<file path="config.mk">
export PLATFORM = sky130hd
export DESIGN_NAME = multicycle_ctrl
export DESIGN_NICKNAME = d
export VERILOG_FILES = /design/src/rtl/multicycle_ctrl_pkg.sv /design/src/rtl/mc_decode.sv /design/src/rtl/multicycle_ctrl.sv
export SDC_FILE = /design/constraint.sdc
export NUM_CORES = 1
export LEC_CHECK = 0
export CAP_MARGIN = 20
export CORE_MARGIN = 2
export CORE_UTILIZATION = 35
export DETAILED_ROUTE_END_ITERATION = 8
export GPL_ROUTABILITY_DRIVEN = 0
export GPL_TIMING_DRIVEN = 1
export SETUP_SLACK_MARGIN = 0.3
export SLEW_MARGIN = 20
export SYNTH_ARGS = -nofsm -noshare
export SYNTH_HDL_FRONTEND = slang
export SYNTH_HIERARCHICAL = 1
export SYNTH_SLANG_ARGS = --single-unit
</file>
<file path="constraint.sdc">
create_clock -name Clk -period 2.7 [get_ports Clk]
set_input_delay 0.675 -clock Clk [delete_from_list [all_inputs] [get_ports Clk]]
set_output_delay 0.675 -clock Clk [all_outputs]
set_load 0.01 [all_outputs]
</file>
<file path="src/rtl/multicycle_ctrl_pkg.sv">
// Shared encodings for the multi-cycle MIPS-subset controller: FSM states,
// opcode/func constants, ALU and PC-source codes.
package multicycle_ctrl_pkg;

  typedef enum logic [2:0] {
    S_IF  = 3'd0,
    S_ID  = 3'd1,
    S_EX  = 3'd2,
    S_MEM = 3'd3,
    S_WB  = 3'd4
  } state_t;

  localparam logic [5:0] OP_RTYPE = 6'b000000;
  localparam logic [5:0] OP_J     = 6'b000010;
  localparam logic [5:0] OP_BEQ   = 6'b000100;
  localparam logic [5:0] OP_BNE   = 6'b000101;
  localparam logic [5:0] OP_ADDI  = 6'b001000;
  localparam logic [5:0] OP_ANDI  = 6'b001100;
  localparam logic [5:0] OP_ORI   = 6'b001101;
  localparam logic [5:0] OP_LW    = 6'b100011;
  localparam logic [5:0] OP_SW    = 6'b101011;

  localparam logic [5:0] FN_ADD = 6'b100000;
  localparam logic [5:0] FN_SUB = 6'b100010;
  localparam logic [5:0] FN_AND = 6'b100100;
  localparam logic [5:0] FN_OR  = 6'b100101;

  localparam logic [1:0] ALUC_ADD = 2'b00;
  localparam logic [1:0] ALUC_SUB = 2'b01;
  localparam logic [1:0] ALUC_AND = 2'b10;
  localparam logic [1:0] ALUC_OR  = 2'b11;

  localparam logic [1:0] PCSRC_INC = 2'b00;
  localparam logic [1:0] PCSRC_BR  = 2'b01;
  localparam logic [1:0] PCSRC_JMP = 2'b10;

  function automatic logic branch_taken(input logic beq, input logic bne, input logic z);
    return (beq & z) | (bne & ~z);
  endfunction

endpackage

</file>
<file path="src/rtl/mc_decode.sv">
// Combinational instruction decode: classifies Op/Func and produces the
// ALU/immediate/destination selects used by the sequencer.
module mc_decode
  import multicycle_ctrl_pkg::*;
(
  input  logic [5:0] op,
  input  logic [5:0] func,
  output logic       is_lw,
  output logic       is_sw,
  output logic       is_beq,
  output logic       is_bne,
  output logic       is_j,
  output logic       illegal,
  output logic [1:0] aluc,
  output logic       se,
  output logic       aluqb,
  output logic       regrt
);

  always_comb begin
    is_lw   = 1'b0;
    is_sw   = 1'b0;
    is_beq  = 1'b0;
    is_bne  = 1'b0;
    is_j    = 1'b0;
    illegal = 1'b0;
    aluc    = ALUC_ADD;
    se      = 1'b1;
    aluqb   = 1'b0;
    regrt   = 1'b0;
    case (op)
      OP_RTYPE: begin
        case (func)
          FN_ADD:  aluc = ALUC_ADD;
          FN_SUB:  aluc = ALUC_SUB;
          FN_AND:  aluc = ALUC_AND;
          FN_OR:   aluc = ALUC_OR;
          default: illegal = 1'b1;
        endcase
      end
      OP_ADDI: begin
        aluc  = ALUC_ADD;
        aluqb = 1'b1;
        regrt = 1'b1;
      end
      // Logical immediates are zero-extended, everything else sign-extends.
      OP_ANDI: begin
        aluc  = ALUC_AND;
        aluqb = 1'b1;
        regrt = 1'b1;
        se    = 1'b0;
      end
      OP_ORI: begin
        aluc  = ALUC_OR;
        aluqb = 1'b1;
        regrt = 1'b1;
        se    = 1'b0;
      end
      OP_LW: begin
        is_lw = 1'b1;
        aluc  = ALUC_ADD;
        aluqb = 1'b1;
        regrt = 1'b1;
      end
      OP_SW: begin
        is_sw = 1'b1;
        aluc  = ALUC_ADD;
        aluqb = 1'b1;
      end
      OP_BEQ: begin
        is_beq = 1'b1;
        aluc   = ALUC_SUB;
      end
      OP_BNE: begin
        is_bne = 1'b1;
        aluc   = ALUC_SUB;
      end
      OP_J: begin
        is_j = 1'b1;
      end
      default: illegal = 1'b1;
    endcase
    // Undecodable instructions drive no selects at all.
    if (illegal) begin
      aluc  = ALUC_ADD;
      se    = 1'b0;
      aluqb = 1'b0;
      regrt = 1'b0;
    end
  end

endmodule

</file>
<file path="src/rtl/multicycle_ctrl.sv">
// Multi-cycle control sequencer: IF/ID/EX/MEM/WB FSM with memory handshake,
// datapath select/enable generation and a retired-instruction counter.
module multicycle_ctrl
  import multicycle_ctrl_pkg::*;
(
  input  logic        Clk,
  input  logic        Rst,
  input  logic [5:0]  Op,
  input  logic [5:0]  Func,
  input  logic        Z,
  input  logic        Mem_rdy,
  output logic        Mem_req,
  output logic        Iord,
  output logic        IRWrite,
  output logic        PCWrite,
  output logic [1:0]  PCsrc,
  output logic        Regrt,
  output logic        Se,
  output logic        Aluqb,
  output logic [1:0]  Aluc,
  output logic        Wreg,
  output logic        Wmem,
  output logic        Reg2reg,
  output logic        Illegal,
  output logic [31:0] Instret
);

  state_t     state, state_next;
  logic       retire;

  logic       dec_lw, dec_sw, dec_beq, dec_bne, dec_j, dec_illegal;
  logic [1:0] dec_aluc;
  logic       dec_se, dec_aluqb, dec_regrt;

  mc_decode u_decode (
    .op      (Op),
    .func    (Func),
    .is_lw   (dec_lw),
    .is_sw   (dec_sw),
    .is_beq  (dec_beq),
    .is_bne  (dec_bne),
    .is_j    (dec_j),
    .illegal (dec_illegal),
    .aluc    (dec_aluc),
    .se      (dec_se),
    .aluqb   (dec_aluqb),
    .regrt   (dec_regrt)
  );

  always_ff @(posedge Clk or posedge Rst) begin
    if (Rst) begin
      state <= S_IF;
    end else begin
      state <= state_next;
    end
  end

  always_ff @(posedge Clk or posedge Rst) begin
    if (Rst) begin
      Instret <= 32'd0;
    end else if (retire) begin
      Instret <= Instret + 32'd1;
    end
  end

  // Outputs are forced idle while Rst is high so an in-flight write is
  // withdrawn in the same cycle the reset arrives.
  always_comb begin
    state_next = state;
    retire     = 1'b0;
    Mem_req    = 1'b0;
    Iord       = 1'b0;
    IRWrite    = 1'b0;
    PCWrite    = 1'b0;
    PCsrc      = PCSRC_INC;
    Regrt      = 1'b0;
    Se         = 1'b0;
    Aluqb      = 1'b0;
    Aluc       = ALUC_ADD;
    Wreg       = 1'b0;
    Wmem       = 1'b0;
    Reg2reg    = 1'b0;
    Illegal    = 1'b0;
    if (!Rst) begin
      if (state != S_IF) begin
        Aluc  = dec_aluc;
        Se    = dec_se;
        Aluqb = dec_aluqb;
      end
      case (state)
        S_IF: begin
          Mem_req = 1'b1;
          if (Mem_rdy) begin
            IRWrite    = 1'b1;
            PCWrite    = 1'b1;
            PCsrc      = PCSRC_INC;
            state_next = S_ID;
          end
        end
        S_ID: begin
          if (dec_j) begin
            PCWrite    = 1'b1;
            PCsrc      = PCSRC_JMP;
            retire     = 1'b1;
            state_next = S_IF;
          end else if (dec_illegal) begin
            Illegal    = 1'b1;
            retire     = 1'b1;
            state_next = S_IF;
          end else begin
            state_next = S_EX;
          end
        end
        S_EX: begin
          if (dec_beq || dec_bne) begin
            if (branch_taken(dec_beq, dec_bne, Z)) begin
              PCWrite = 1'b1;
              PCsrc   = PCSRC_BR;
            end
            retire     = 1'b1;
            state_next = S_IF;
          end else if (dec_lw || dec_sw) begin
            state_next = S_MEM;
          end else begin
            state_next = S_WB;
          end
        end
        S_MEM: begin
          Mem_req = 1'b1;
          Iord    = 1'b1;
          if (Mem_rdy) begin
            if (dec_sw) begin
              Wmem       = 1'b1;
              retire     = 1'b1;
              state_next = S_IF;
            end else begin
              state_next = S_WB;
            end
          end
        end
        S_WB: begin
          Wreg       = 1'b1;
          Regrt      = dec_regrt;
          Reg2reg    = dec_lw;
          retire     = 1'b1;
          state_next = S_IF;
        end
        default: state_next = S_IF;
      endcase
    end
  end

endmodule

</file>
==> flow_summary.toml, run 1 <==
[clock_network]
htreeDepth = 2
clk_pin_slew_worst_paths_ns = 0.06
cts.sinks = 35
clk_latency_ns = 0.28
cts_hold_buf = 0
clock_path_buffers = 2
cts_buffers = 5
root_buffer = "clkbuf_8"
cts_tree = "built"

[synthesis]
postSynthAreaPerCell_um2 = 9.746
synthTopCellsByArea = "dfrtp_1 (42%), xnor2_1 (8.0%), xor2_1 (5.0%)"
synthFlopType = "dfrtp_1"
synthDistinctLibCells = 46
synth_warnings = 6
synth_top_area_share_pct = 41.99
yosys.area.top_type = "dfrtp_1"
ys_ff_latch = 35
synthTopCellsByCount = "dfrtp_1 (35), xnor2_1 (19), nand2_1 (16)"
syn_area_um2 = 2086
async_reset_ff_share_pct = 100.0
yosysMostFrequentCell = "dfrtp_1"
yosysSeqAreaShare_pct = 41.99
synth-edff-count = 0
synth_nets = 231
synthCells = 214

[global_route]
first_global_vias = 2122
antenna_found_initial = 0
grt_usage_pct = 19.49
grt_pass1_wl_mm = 10.04
grt_overflow = 0
grt_max_degree = 20

[hold_path]
hold_start = "Instret[31]$_DFFE_PP0P_"
hold_end = "Instret[31]$_DFFE_PP0P_"
holdPathStages = 1
hold_path_class = "reg -> reg"

[sta]
rsz0062_at_grt = "true"
fmax_mhz = 341.1
relSlewSlack_pct = 73.12
setup_viol = 30
period_share_pct = 108.6
worstMarginPinSlew_ns = 0.4020
finalCriticalPeriod_ns = 2.931
final_max_slew_viol_count = 0
finalHoldViolations = 0
tns_ns = -3.035
finClkSkew_ns = 0.007674
fin_ws_ns = -0.2314

[outcome]
status = "finished, violations left"
violations = "setup timing"

[route]
drtIter0Drc = 36
drc = 0
drtPass1Iterations = 4
wl_per_cell_um = 14.85
wl_met3_um = 311
wl_met2_mm = 3.138
top_layer = "met4"
via_per_inst = 5.071
drt-total-wl_mm = 6.104
postRouteAntennaNets = 0
m1WireLength_mm = 2.570
vias = 2084

[die]
core_region_area_um2 = 5851
io_pins = 63
core.rowCount = 28
die_h_um = 81.20
start_util_pct = 35.65
die_area_um2 = 6593
dieWidth_um = 81.20

[worst_setup_path]
timing.rr.start = "Instret[2]$_DFFE_PP0P_"
reg2reg_depth = 6
r2r-end = "Instret[31]$_DFFE_PP0P_"
max_stage_delay_ns = 0.57
crit_path_max_fanout = 3
path_buf_inv = 4
path_class = "in -> out"
critPathRequiredTime_ns = 2.03
path_delay_family = "simple AND/OR/NAND/NOR gates"
cp-start-kind = "input port"
path_cells = "buf_8 -> or4b_4 -> nor3b_4 -> mux2i_2 -> buf_4 -> buf_6 -> nor4_4 -> buf_2"
cp.arrival_ns = 2.26
r2r_setup_slack_ns = 0.61
end_kind = "output pin"
crit_slowest_cell = "or4b_4"

[power_and_ir_drop]
p_per_area_nw_per_um2 = 391.3
p_int_mw = 1.004
pwr-share-seq_pct = 42.9
p_sw_mw = 0.4430
swShare_pct = 30.62
p_clk_share_pct = 26.3
leakage_nw = 1.729
ir_drop_mv = 0.2013
comb_power_share_pct = 30.9

[final_layout]
area_growth_pct = 77.26
diodes = 0
final_area_um2 = 3697
finish.utilization_pct = 63.20
drive_gt1_share_pct = 45.24
num-nets-final = 353

[job]
maxCapViolCount = 0

[place]
portBuffers = 62
placed_area_um2 = 3099
place_hpwl_mm = 4.116
-- metal layers --
layer / GRT usage (%) / vias up
li1: - / 1005
met2: 34.63 / 64
met3: 4.222 / 8
met1: 23.27 / 1007
met5: 0 / -
met4: 6.441 / 0
-- sequential cells by signal, indices dropped and copies added (netlist names) --
register and flops:
Instret 32, state 3
-- power groups by stage --
stage / clock network, mW / registers, mW / logic, mW
floorplan: 0 / 0.620 / 0.164
global placement: 0 / 0.620 / 0.345
detailed placement: 0 / 0.621 / 0.347
CTS: 0.389 / 0.615 / 0.424
global route: 0.422 / 0.626 / 0.481
finish: 0.380 / 0.620 / 0.447
-- what timing repair did --
action                     4_1_cts  5_1_grt
cloned                           2        0
buffers inserted                16        7
setup endpoints to repair       49       46
pin swaps                       44       30
resized for setup              156       31
-- placed cells by master, fill, tap and decap left out, types with 3 or more instances in the layout --
master,count
nand2_1,8
a21oi_1,4
nand2_2,6
dfrtp_1,33
nand3_1,3
o21ai_0,3
nor2_1,5
and3_4,3
nand4_1,11
and4_1,5
nor3_4,6
clkdlybuf4s50_1,34
and2b_1,4
buf_6,28
dlygate4sd2_1,6
and3_1,8
nor2_4,7
nor3_2,3
clkbuf_8,6
xor2_1,11
buf_4,36
nand3_2,6
nor4_4,3
buf_2,11
and2_1,5
inv_1,4
xnor2_1,18
nor3b_4,3
-- stage by stage --
step	power [mW]	setup slack, ns	std cells	hold slack (ns)
3_5_place_dp	0.9678	-1.019	379	0.4628
3_3_place_gp	0.9645	-0.9445	379	0.4639
5_1_grt	1.529	-0.2876	411	0.4761
4_1_cts	1.428	-0.2427	404	0.4680
2_1_floorplan	0.7840	0.01155	214	0.5076
6_report	1.447	-0.2314	411	0.4658
-- cells by family (layout without fill, tap and decap cells) --
logic type                 count (synthesis)  after routing  synth area share (%)
and+or+nand+nor                          112            112                 33.17
DFF                                       35             35                 41.99
muxes                                      3              3                 1.440
AOI/OAI and AO/OA                         21             21                 7.079
buffers and inverters                     11            133                 2.699
adders and majority gates                  1              1                0.5998
xor gates and xnor gates                  31             31                 13.02
-- layout make-up --
cell class / instances / area [µm²]
clock inverters: 1 / 5.005
flip-flops and latches: 35 / 878.3
fillers: 485 / 2153
multi-input cells: 168 / 1485
inverters: 4 / 15.01
well taps: 75 / 93.84
clock buffers: 6 / 82.58
repair buffers: 122 / 1137
-- worst max path at each step --
stage | cells past startpoint | slack (ns) | endpoint | startpoint
after detailed placement | 7 | -1.02 | PCWrite | Op[5]
after global routing | 7 | -0.29 | PCWrite | Op[4]
after CTS | 7 | -0.24 | PCWrite | Op[5]
after floorplan | 5 | 0.01 | PCWrite | Op[5]
final | 8 | -0.23 | PCsrc[0] | Op[4]
after global placement | 7 | -0.94 | PCWrite | Op[5]
(Power assumes the default switching activity.)
==> inputs of run 2 (changes only) <==
Settings changed: GPL_ROUTABILITY_DRIVEN 0 to 1, RECOVER_POWER from default to 100.
==> flow_summary.toml, run 2 (synthesis results as in run 1) <==
[outcome]
status = "finished, violations left"
violations = "setup timing"

[sta]
relSlewSlack_pct = 28.58
final_max_slew_viol_count = 0
rsz0062_at_grt = "true"
fin_hold_ws_ns = 0.4598
fin_ws_ns = -0.2315
period_share_pct = 108.6
finalHoldViolations = 0
worstMarginPinSlew_ns = 1.071
finClkSkew_ns = 0.007193
setup_viol = 31
fmax_mhz = 341.1
finalCriticalPeriod_ns = 2.932

[die]
die_h_um = 81.20
core.rowCount = 28
die_area_um2 = 6593
start_util_pct = 35.65
io_pins = 63
dieWidth_um = 81.20
core_region_area_um2 = 5851

[job]
maxCapViolCount = 0

[route]
drt-total-wl_mm = 6.109
postRouteAntennaNets = 0
drtIter0Drc = 33
via_per_inst = 5.102
vias = 2097
drc = 0
wl_per_cell_um = 14.86
drtPass1Iterations = 4

[final_layout]
area_growth_pct = 75.58
register_area_um2 = 878.3
final_cell_mix = "dfrtp_1 (33), dlygate4sd3_1 (32), buf_4 (32)"
num-nets-final = 353
multi_input_area_um2 = 1474
final_area_um2 = 3662
diodes = 0
top_register = "Instret"
final_common_cell = "dfrtp_1"
fillCellCount = 486
drive_gt1_share_pct = 43.15
largest_register_ffs = 32
reg_top3 = "Instret: 32 flops, state: 3 flops"

[worst_setup_path]
cp.arrival_ns = 2.26
crit_path_max_fanout = 3
critPathRequiredTime_ns = 2.03
end_kind = "output pin"
r2r_setup_slack_ns = 0.61
path_class = "in -> out"
cp-start-kind = "input port"

[power_and_ir_drop]
ir_drop_mv = 0.1962
leakage_nw = 1.808
power.total_mw = 1.428
p_per_area_nw_per_um2 = 389.8

[place]
dp_slack_ns = -1.019
place_congestion = 0.8043
placed_area_um2 = 3099
portBuffers = 62
place_hpwl_mm = 4.116

[clock_network]
root_buffer = "clkbuf_8"
cts_hold_buf = 0
cts_buffers = 5
clk_pin_slew_worst_paths_ns = 0.06
htreeDepth = 2
cts_tree = "built"
clk_latency_ns = 0.28
clock_path_buffers = 2
cts.sinks = 35

[global_route]
antenna_found_initial = 0
grt_max_degree = 20
grt_overflow = 0
grt_pass1_wl_mm = 10.04
grt_usage_pct = 19.49
first_global_vias = 2122

[hold_path]
hold_path_class = "reg -> reg"
## run 2: cell types whose count changed in the layout (fill, tap and decap cells not counted), sizes merged
cell / change
clkbuf: +5
clkdlybuf4s50: -32
dlygate4sd3: +32
buf: -5
## run 2: path summary, 6_finish.rpt
path	cells after the start	end	startpoint
min in group asynchronous	4	state[1]$_DFFE_PP0P_	Rst
hold reg to reg	1	Instret[31]$_DFFE_PP0P_	Instret[31]$_DFFE_PP0P_
setup reg to reg	6	Instret[31]$_DFFE_PP0P_	Instret[2]$_DFFE_PP0P_
setup / recovery	8	PCsrc[0]	Op[4]
hold / removal	1	Instret[31]$_DFFE_PP0P_	Instret[31]$_DFFE_PP0P_
max in group asynchronous	4	state[2]$_DFFE_PP0P_	Rst
## run 2: metal layers
metal / vias to the layer above / routed length (µm) / GRT usage [%]
li1: 1012 / - / -
met1: 1017 / 2545 / 23.27
met2: 60 / 3164 / 34.63
met3: 8 / 314 / 4.222
met4: 0 / 84 / 6.441
met5: - / 0 / 0
## run 2: report_power, final
part | total (mW) | internal (mW) | switching, mW
registers | 0.619 | 0.559 | 0.0593
clock network | 0.379 | 0.200 | 0.179
logic | 0.430 | 0.230 | 0.200
total | 1.43 | 0.989 | 0.439
## run 2: cell type report
class / instances / share of cell area [%]
Timing Repair Buffer: 122 / 30.41
Inverter: 4 / 0.4100
Sequential cell: 35 / 23.98
Multi-Input combinational cell: 168 / 40.25
Tap cell: 75 / 2.562
Clock inverter: 1 / 0.1367
Clock buffer: 6 / 2.255
## run 2: repair_timing
action                     4_1_cts  5_1_grt
cloned                           2        0
pin swaps                       44       30
buffers inserted                16        7
gates resized for setup        156       31
setup endpoints to repair       49       46
## run 2: worst max-delay path: stages
cell and delay (ns):
buf_8 0.10, or4b_4 0.57, nor3b_4 0.21, mux2i_2 0.11, buf_4 0.15, buf_6 0.11, nor4_4 0.15, buf_2 0.18
## run 2: per-stage QoR
stage          std cells  setup TNS [ns]  util, %
6_report             411          -3.029    62.60
3_5_place_dp         379          -29.26    52.97
3_3_place_gp         379          -27.65    52.97
5_1_grt              411          -5.622    62.60
4_1_cts              404         -0.6387    60.35
2_1_floorplan        214               0        -
==> inputs of run 3 (changes only) <==
Settings changed: CORE_UTILIZATION 35 to 37, PLACE_DENSITY from default to 0.68.
==> flow_summary.toml, run 3 (synthesis results as in run 1) <==
[outcome]
status = "finished, violations left"
violations = "setup timing"

[die]
io_pins = 63
dieWidth_um = 79.08
die_area_um2 = 6254
start_util_pct = 38.11
die_h_um = 79.08
core.rowCount = 27
core_region_area_um2 = 5473

[final_layout]
drive_gt1_share_pct = 44.81
register_area_um2 = 878.3
top_register = "Instret"
fillCellCount = 435
instances_no_fill = 409
final_common_cell = "buf_4"
largest_register_ffs = 32
final_cell_mix = "buf_4 (36), dfrtp_1 (33), clkdlybuf4s50_1 (28)"
num-nets-final = 353
reg_top3 = "Instret: 32 flops, state: 3 flops"
diodes = 0
multi_input_area_um2 = 1516
area_growth_pct = 77.38

[sta]
finalHoldViolations = 0
worstMarginPinSlew_ns = 1.204
finalCriticalPeriod_ns = 2.865
fmax_mhz = 349.0
fin_ws_ns = -0.1655
setup_viol = 23
relSlewSlack_pct = 19.76
rsz0062_at_grt = "true"
tns_ns = -1.295
period_share_pct = 106.1
finClkSkew_ns = 0.007547
final_max_slew_viol_count = 0

[power_and_ir_drop]
p_per_area_nw_per_um2 = 413.5
ir_drop_mv = 0.2710
power.total_mw = 1.530
leakage_nw = 1.857

[clock_network]
htreeDepth = 2
cts_hold_buf = 0
cts_tree = "built"
root_buffer = "clkbuf_8"
clk_latency_ns = 0.29
cts_buffers = 5
clk_pin_slew_worst_paths_ns = 0.07
clock_path_buffers = 2
cts.sinks = 35

[route]
drc = 0
drtIter0Drc = 67
drt-total-wl_mm = 6.272
postRouteAntennaNets = 0
drtPass1Iterations = 4
wl_per_cell_um = 15.33
via_per_inst = 5.249
vias = 2147

[worst_setup_path]
end_kind = "output pin"
cp-start-kind = "input port"
cp.arrival_ns = 2.19
critPathRequiredTime_ns = 2.03
crit_slowest_cell = "or4_4"
path_cells = "buf_6 -> or4_4 -> buf_6 -> nor3b_4 -> mux2i_1 -> o32a_1 -> nor3_2 -> buf_2"
critPathMostFrequentCell = "buf_6"
path_class = "in -> out"
max_stage_delay_ns = 0.55
crit_path_max_fanout = 3

[global_route]
first_global_vias = 2154
grt_overflow = 0
grt_pass1_wl_mm = 9.998
antenna_found_initial = 0
grt_max_degree = 23
grt_usage_pct = 20.31

[job]
maxCapViolCount = 0

[place]
portBuffers = 62
dp.cells = 379
place_hpwl_mm = 4.055
place_congestion = 0.8602

[hold_path]
hold_path_class = "reg -> reg"
==> run 3: cell type report <==
cell class | count | share of cell area [%]
tap | 72 | 2.435
clock buffer | 6 | 2.232
inverter | 4 | 0.4058
sequential | 35 | 23.74
clock inverter | 2 | 0.9469
timing repair buffer | 122 | 29.25
multi-input combinational | 168 | 40.99
==> run 3: critical path: cells and delay by family <==
kind,cells,cell delay (ns)
buf+inv,3,0.37
mux,1,0.11
compound gates,1,0.19
simple gates,3,0.83
==> run 3: routing by layer <==
layer  wire, µm  GRT usage [%]  vias to the layer above
met3        340          5.114                       14
met1       2529          23.47                     1048
met5          0              0                        -
met4        164          8.276                        0
met2       3238          35.76                       71
li1           -              -                     1014
==> run 3: repair_timing <==
action                                  4_1_cts  5_1_grt
pin swaps                                    43       29
gates cloned                                  0        0
endpoints found under the setup margin       49       47
resized for setup                           147       33
buffers inserted                             13        9
==> run 3: final timing paths <==
| kind | startpoint | endpoint | slack (ns) | cells past startpoint |
|---|---|---|---|---|
| max | Op[3] | PCWrite | -0.17 | 8 |
| min | Instret[31]$_DFFE_PP0P_ | Instret[31]$_DFFE_PP0P_ | 0.48 | 1 |
| max reg2reg | Instret[2]$_DFFE_PP0P_ | Instret[25]$_DFFE_PP0P_ | 0.48 | 6 |
| min reg2reg | Instret[31]$_DFFE_PP0P_ | Instret[31]$_DFFE_PP0P_ | 0.48 | 1 |
| max in group asynchronous | Rst | state[1]$_DFFE_PP0P_ | 0.53 | 4 |
| min in group asynchronous | Rst | Instret[13]$_DFFE_PP0P_ | 1.17 | 4 |
==> run 3: metrics by stage <==
step,setup WS [ns],hold slack (ns),utilization (%),area (µm²)
after global routing,-0.2300,0.5069,67.60,3700
after floorplan,0.01155,0.5076,-,2153
after CTS,-0.2050,0.4880,64.13,3510
final,-0.1655,0.4765,67.60,3700
after detailed placement,-0.9413,0.4782,56.97,3118
after global placement,-0.9158,0.4620,56.97,3118
==> run 3: power breakdown <==
| part | total, mW | switching [mW] | internal [mW] |
|---|---|---|---|
| sequential | 0.619 | 0.0594 | 0.559 |
| clock | 0.490 | 0.191 | 0.299 |
| combinational | 0.421 | 0.190 | 0.231 |
